`config.mk`:
```
export PLATFORM = sky130hd
export DESIGN_NAME = sipo_deserializer
export DESIGN_NICKNAME = d
export VERILOG_FILES = /design/src/rtl/sipo_deserializer_pkg.sv /design/src/rtl/sipo_deserializer_out_buf.sv /design/src/rtl/sipo_deserializer.sv
export SDC_FILE = /design/constraint.sdc
export NUM_CORES = 1
export LEC_CHECK = 0
export BUFFER_PORTS_ARGS = -buffer_cell sky130_fd_sc_hd__buf_2
export CORE_ASPECT_RATIO = 0.6
export CORE_MARGIN = 4
export CORE_UTILIZATION = 60
export DETAILED_ROUTE_END_ITERATION = 12
export GPL_TIMING_DRIVEN = 0
export PLACE_DENSITY = 0.83
export SETUP_SLACK_MARGIN = 0.3
export SKIP_LAST_GASP = 1
export SYNTH_ARGS = -nofsm -noshare
export SYNTH_HDL_FRONTEND = slang
export SYNTH_HIERARCHICAL = 1
export SYNTH_SLANG_ARGS = --single-unit
```
`constraint.sdc`:
```
create_clock -name clk -period 4.4 [get_ports clk]
set_clock_uncertainty 0.15 [all_clocks]
set_input_delay 0.44 -clock clk [delete_from_list [all_inputs] [get_ports clk]]
set_output_delay 0.44 -clock clk [all_outputs]
set_load 0.03 [all_outputs]
```
`src/rtl/sipo_deserializer_pkg.sv`:
```
// Shared types and helpers for the sipo_deserializer serial receiver.
package sipo_deserializer_pkg;

    typedef enum logic [1:0] {
        ST_IDLE   = 2'd0,
        ST_SHIFT  = 2'd1,
        ST_PARITY = 2'd2
    } state_t;

    localparam logic DIR_LSB_FIRST = 1'b0;
    localparam logic DIR_MSB_FIRST = 1'b1;

    // Bit count 0..n must be representable without wrapping.
    function automatic int cnt_width(input int n);
        return $clog2(n + 1);
    endfunction

endpackage

```
`src/rtl/sipo_deserializer_out_buf.sv`:
```
// One-entry valid/ready holding register for assembled words and their parity status.
module sipo_out_buf
    import sipo_deserializer_pkg::*;
#(
    parameter int N = 8
) (
    input  logic         clk,
    input  logic         rst,
    input  logic         load,
    input  logic [N-1:0] load_data,
    input  logic         load_perr,
    input  logic         p_ready,
    output logic [N-1:0] p_data,
    output logic         p_valid,
    output logic         parity_err,
    output logic         accept
);

    logic [N-1:0] p_data_r;
    logic         p_valid_r;
    logic         parity_err_r;
    logic         accept_s;

    // A completion is accepted when the slot is empty or is being drained this cycle.
    always_comb begin
        accept_s = 1'b0;
        if (load && (!p_valid_r || p_ready)) begin
            accept_s = 1'b1;
        end else begin
            accept_s = 1'b0;
        end
    end

    // Holding register: load wins over drain, otherwise a transfer empties the slot.
    always_ff @(posedge clk or posedge rst) begin
        if (rst) begin
            p_data_r     <= {N{1'b0}};
            p_valid_r    <= 1'b0;
            parity_err_r <= 1'b0;
        end else if (accept_s) begin
            p_data_r     <= load_data;
            p_valid_r    <= 1'b1;
            parity_err_r <= load_perr;
        end else if (p_valid_r && p_ready) begin
            p_valid_r    <= 1'b0;
            parity_err_r <= 1'b0;
        end else begin
            p_valid_r    <= p_valid_r;
        end
    end

    assign p_data     = p_data_r;
    assign p_valid    = p_valid_r;
    assign parity_err = parity_err_r;
    assign accept     = accept_s;

endmodule

```
`src/rtl/sipo_deserializer.sv`:
```
// Serial-in/parallel-out receiver with per-frame bit order and one-entry output buffer.
// Optional even-parity check enabled by defining PARITY_EN.
module sipo_deserializer
    import sipo_deserializer_pkg::*;
#(
    parameter int N = 8
) (
    input  logic         clk,
    input  logic         rst,
    input  logic         sin,
    input  logic         sin_valid,
    input  logic         frame_start,
    input  logic         dir,
    input  logic         p_ready,
    output logic [N-1:0] p_data,
    output logic         p_valid,
    output logic         busy,
    output logic         overrun,
    output logic         frame_err,
    output logic         parity_err
);

    localparam int CW = cnt_width(N);
    localparam logic [CW-1:0] LAST_CNT = CW'(N - 1);

    state_t        state_r, state_nxt;
    logic [CW-1:0] cnt_r, cnt_nxt;
    logic [N-1:0]  sh_r, sh_nxt;
    logic          dir_r, dir_nxt;
    logic          busy_r;
    logic          overrun_r;
    logic          frame_err_r, frame_err_nxt;
    logic          load_s;
    logic [N-1:0]  load_data_s;
    logic          load_perr_s;
    logic          accept_s;

    function automatic logic [N-1:0] shift_in(input logic [N-1:0] s, input logic b, input logic d);
        logic [N-1:0] r;
        case (d)
            DIR_LSB_FIRST: r = {b, s[N-1:1]};
            DIR_MSB_FIRST: r = {s[N-2:0], b};
            default:       r = {b, s[N-1:1]};
        endcase
        return r;
    endfunction

    // Even parity over data plus parity bit; a set result means a mismatch.
    function automatic logic parity_fail(input logic [N-1:0] d, input logic pb);
        return ^{d, pb};
    endfunction

    // Next-state logic; a qualified frame_start always begins a fresh frame.
    always_comb begin
        state_nxt     = state_r;
        cnt_nxt       = cnt_r;
        sh_nxt        = sh_r;
        dir_nxt       = dir_r;
        frame_err_nxt = 1'b0;
        load_s        = 1'b0;
        load_data_s   = sh_r;
        load_perr_s   = 1'b0;
        if (sin_valid && frame_start) begin
            frame_err_nxt = (state_r != ST_IDLE);
            state_nxt     = ST_SHIFT;
            cnt_nxt       = CW'(1'b1);
            dir_nxt       = dir;
            sh_nxt        = shift_in({N{1'b0}}, sin, dir);
        end else begin
            case (state_r)
                ST_IDLE: begin
                    state_nxt = ST_IDLE;
                end
                ST_SHIFT: begin
                    if (sin_valid) begin
                        sh_nxt = shift_in(sh_r, sin, dir_r);
                        if (cnt_r == LAST_CNT) begin
                            cnt_nxt = {CW{1'b0}};
`ifdef PARITY_EN
                            state_nxt = ST_PARITY;
`else
                            state_nxt   = ST_IDLE;
                            load_s      = 1'b1;
                            load_data_s = sh_nxt;
`endif
                        end else begin
                            cnt_nxt = cnt_r + CW'(1'b1);
                        end
                    end else begin
                        state_nxt = ST_SHIFT;
                    end
                end
`ifdef PARITY_EN
                ST_PARITY: begin
                    if (sin_valid) begin
                        state_nxt   = ST_IDLE;
                        cnt_nxt     = {CW{1'b0}};
                        load_s      = 1'b1;
                        load_data_s = sh_r;
                        load_perr_s = parity_fail(sh_r, sin);
                    end else begin
                        state_nxt = ST_PARITY;
                    end
                end
`endif
                default: begin
                    state_nxt = ST_IDLE;
                    cnt_nxt   = {CW{1'b0}};
                end
            endcase
        end
    end

    // Frame state, shift register and registered status pulses.
    always_ff @(posedge clk or posedge rst) begin
        if (rst) begin
            state_r     <= ST_IDLE;
            cnt_r       <= {CW{1'b0}};
            sh_r        <= {N{1'b0}};
            dir_r       <= DIR_LSB_FIRST;
            busy_r      <= 1'b0;
            overrun_r   <= 1'b0;
            frame_err_r <= 1'b0;
        end else begin
            state_r     <= state_nxt;
            cnt_r       <= cnt_nxt;
            sh_r        <= sh_nxt;
            dir_r       <= dir_nxt;
            busy_r      <= (state_nxt != ST_IDLE);
            overrun_r   <= load_s && !accept_s;
            frame_err_r <= frame_err_nxt;
        end
    end

    sipo_out_buf #(.N(N)) u_out_buf (
        .clk        (clk),
        .rst        (rst),
        .load       (load_s),
        .load_data  (load_data_s),
        .load_perr  (load_perr_s),
        .p_ready    (p_ready),
        .p_data     (p_data),
        .p_valid    (p_valid),
        .parity_err (parity_err),
        .accept     (accept_s)
    );

    assign busy      = busy_r;
    assign overrun   = overrun_r;
    assign frame_err = frame_err_r;

endmodule

```
==> qor.txt <==
Status - complete, but fails checks
Violated checks - hold timing
Core box area - 0.00223 mm²
Synth unique cells - 39
TritonCTS buffer count - 3
Vias in the first global route - 957
First-pass GRT wire length - 4750 µm
Mean Syn Cell Area - 12.6 µm²
Initial antenna violation count - 0
Final Max Tran Viols - 0
Peak VDD IR - 0.248 mV
Number of synthesized register bits - 28
Hold Violations, Final - 10
Yosys top cell area share - 48.4%
Hold Path Class - in -> async
Critical Path End Type - register
Port-buffer cells - 19
Diode count - 0
Fin crit share - 55.0%
Clk root buf - clkbuf_8
Row cnt - 13
Worst-path clk slew - 0.09 ns
Crit-path max cell delay - 0.63 ns
Gr ovfl total - 0
Drt pass-1 iters - 4
Worst Path Buf+Inv - 1
Drt initial violations - 64
DR WL/cell - 16.2 µm
Yosys Warn Count - 6
FMAX - 413 MHz
Share of layout cells above drive strength 1 - 38.8%
Worst EP required - 4.42 ns
# Max-Cap Violations - 0
Post-CTS Hold Buffers - 0
Resized Gates After CTS - 0
Residual DRC - 0
Slowest CP cell - nor4_4
Vias - 995
Initial core utilization - 64.9%
TritonCTS clock tree - built
# Post-CTS Setup Buffers - 0
CP top delay family - simple AND/OR/NAND/NOR gates
Post-route cell area - 0.00165 mm²
Gpl congestion - 0.812
H-tree levels - 1
Clock Latency Late Sink - 0.28 ns
Setup TNS - 0 ns
WHS - -0.0141 ns
DP Cell Count - 165
Die W - 71.4 µm
Maximum fanout along the worst path - 12
Detail Placement HPWL - 2040 µm
Post-DRT Antenna Nets - 0
Register area share after synthesis - 48.4%
Area delta synth->final - 14.4%
Cell taking the most area after synthesis - dfrtp_1
RSZ-0062 raised after global routing - no
Power density over cell area - 326 mW/mm²
Fin nets - 148
Total Wirelength - 2750 µm
Fin cells - 169
Clock sink count - 28
Placed instance area - 0.00158 mm²
Fin crit period - 2.42 ns
Largest net degree at the start of global routing - 19
IO Count - 20
Die H - 46.0 µm
Rel. slew slack - 51.8%
CTS Buffer Depth - 2
Leakage - 0.865 nW
Top post-synthesis cells by area - dfrtp_1 (48%), mux2_2 (11%), mux2_4 (8.3%)
Die Area - 0.00329 mm²
Cell count after synthesis - 115
Mean number of vias per cell - 5.89
CP startpoint kind - register
Crit path DAT - 2.44 ns
Critical path type - reg -> reg
CP cell instances - ha_1 > nand3b_4 > nor4_4 > and2_4 > buf_12 > mux2_4
Post-Syn Area - 0.00145 mm²
All-Layer GR Usage - 19.3%
Worst Tran Pin Value - 0.718 ns
# setup viols final - 0
Filler instances - 151
layer usage:
layer / track usage (%) / vias up / wire length [µm]
met5: 0 / - / 0
met4: 3.37 / 0 / 13
met3: 5.73 / 3 / 215
met2: 31.0 / 39 / 1190
met1: 26.6 / 485 / 1320
li1: - / 468 / -
per-stage QoR:
stage	setup slack, ns	power (W)	util, %	hold slack, ns
floorplan	2.29	0.000325	-	0.130
global placement	2.06	0.000339	71.0	0.285
detailed placement	2.04	0.000343	71.0	0.307
CTS	1.99	0.000544	74.2	0.00234
global route	1.84	0.000562	74.2	0.0182
finish	1.98	0.000539	74.2	-0.0141
logic make-up after synthesis:
kind of cell    Yosys count  synth area share [%]
flops                    28                  48.4
simple gates             27                  13.4
compound gates           26                  13.5
mux                      23                  19.9
buf+inv                   9                  3.63
fa+ha+maj                 1                 0.865
other cells               1                 0.259
cell usage after synthesis (all sizes together):
cell type / count
or2: 1
nor2: 3
ha: 1
nand2b: 3
a21boi: 2
inv: 4
conb: 1
o32ai: 1
o32a: 2
nor4: 1
o21ai: 5
nand3: 1
or2b: 1
buf: 3
nor2b: 2
o21a: 3
nor3: 1
mux2: 22
o2bb2ai: 1
dfrtp: 28
a21oi: 3
and3: 1
nand2: 6
nand3b: 2
a22o: 8
nor4bb: 1
clkbuf: 2
mux2i: 1
a2bb2oi: 1
nand4b: 1
and2: 2
and3b: 1
layout make-up:
class,count,area (µm²),share of cell area [%]
repair buffers,19,95.1,5.75
well taps,30,37.5,2.27
clock inverters,1,30.0,1.82
clock buffers,3,41.3,2.50
plain buffers,5,37.5,2.27
flip-flops and latches,28,701,42.4
multi-input cells,79,697,42.1
inverters,4,15.0,0.908
final timing paths:
path | from | endpoint | slack, ns | depth (start not counted)
worst max register to register | cnt_r[0]$_DFFE_PP0P_ | u_out_buf/p_data[6]$_DFFE_PP0P_ | 1.98 | 6
max in group asynchronous | rst | sh_r[7]$_DFFE_PP0P_ | 3.54 | 2
min in group clk | cnt_r[3]$_DFFE_PP0P_ | cnt_r[3]$_DFFE_PP0P_ | 0.33 | 1
worst min register to register | cnt_r[3]$_DFFE_PP0P_ | cnt_r[3]$_DFFE_PP0P_ | 0.33 | 1
worst min-delay path | rst | u_out_buf/p_data[5]$_DFFE_PP0P_ | -0.01 | 2
worst max-delay path | cnt_r[0]$_DFFE_PP0P_ | u_out_buf/p_data[6]$_DFFE_PP0P_ | 1.98 | 6
state kept, by name, indices dropped and copies added (netlist names), 2 cells and up:
name	flops
u_out_buf/p_data	8
sh_r	8
cnt_r	4
state_r	2
where the power goes:
part	switching, W	internal [W]	total [W]	leakage, nW
Clock	0.0000796	0.000122	0.000201	0.0357
Sequential	0.00000933	0.000267	0.000276	0.375
Combinational	0.0000347	0.0000268	0.0000615	0.454
layout by cell type, fill, tap and decap left out, types with 2 or more instances in the layout:
cell      netlist  routed
clkbuf_1        2       2
mux2_4          8       8
dfrtp_1        28      28
o21a_1          3       3
mux2_2         14      14
o32a_1          2       2
a21boi_0        2       2
a21oi_1         3       3
buf_2           2      21
nor2b_1         2       2
a22o_1          7       7
o21ai_0         4       4
clkbuf_8        0       3
nand2b_1        2       2
inv_1           4       4
nor2_1          3       3
nand2_1         6       6
conb_1          1       2
Power figures use the tool's default switching activity.
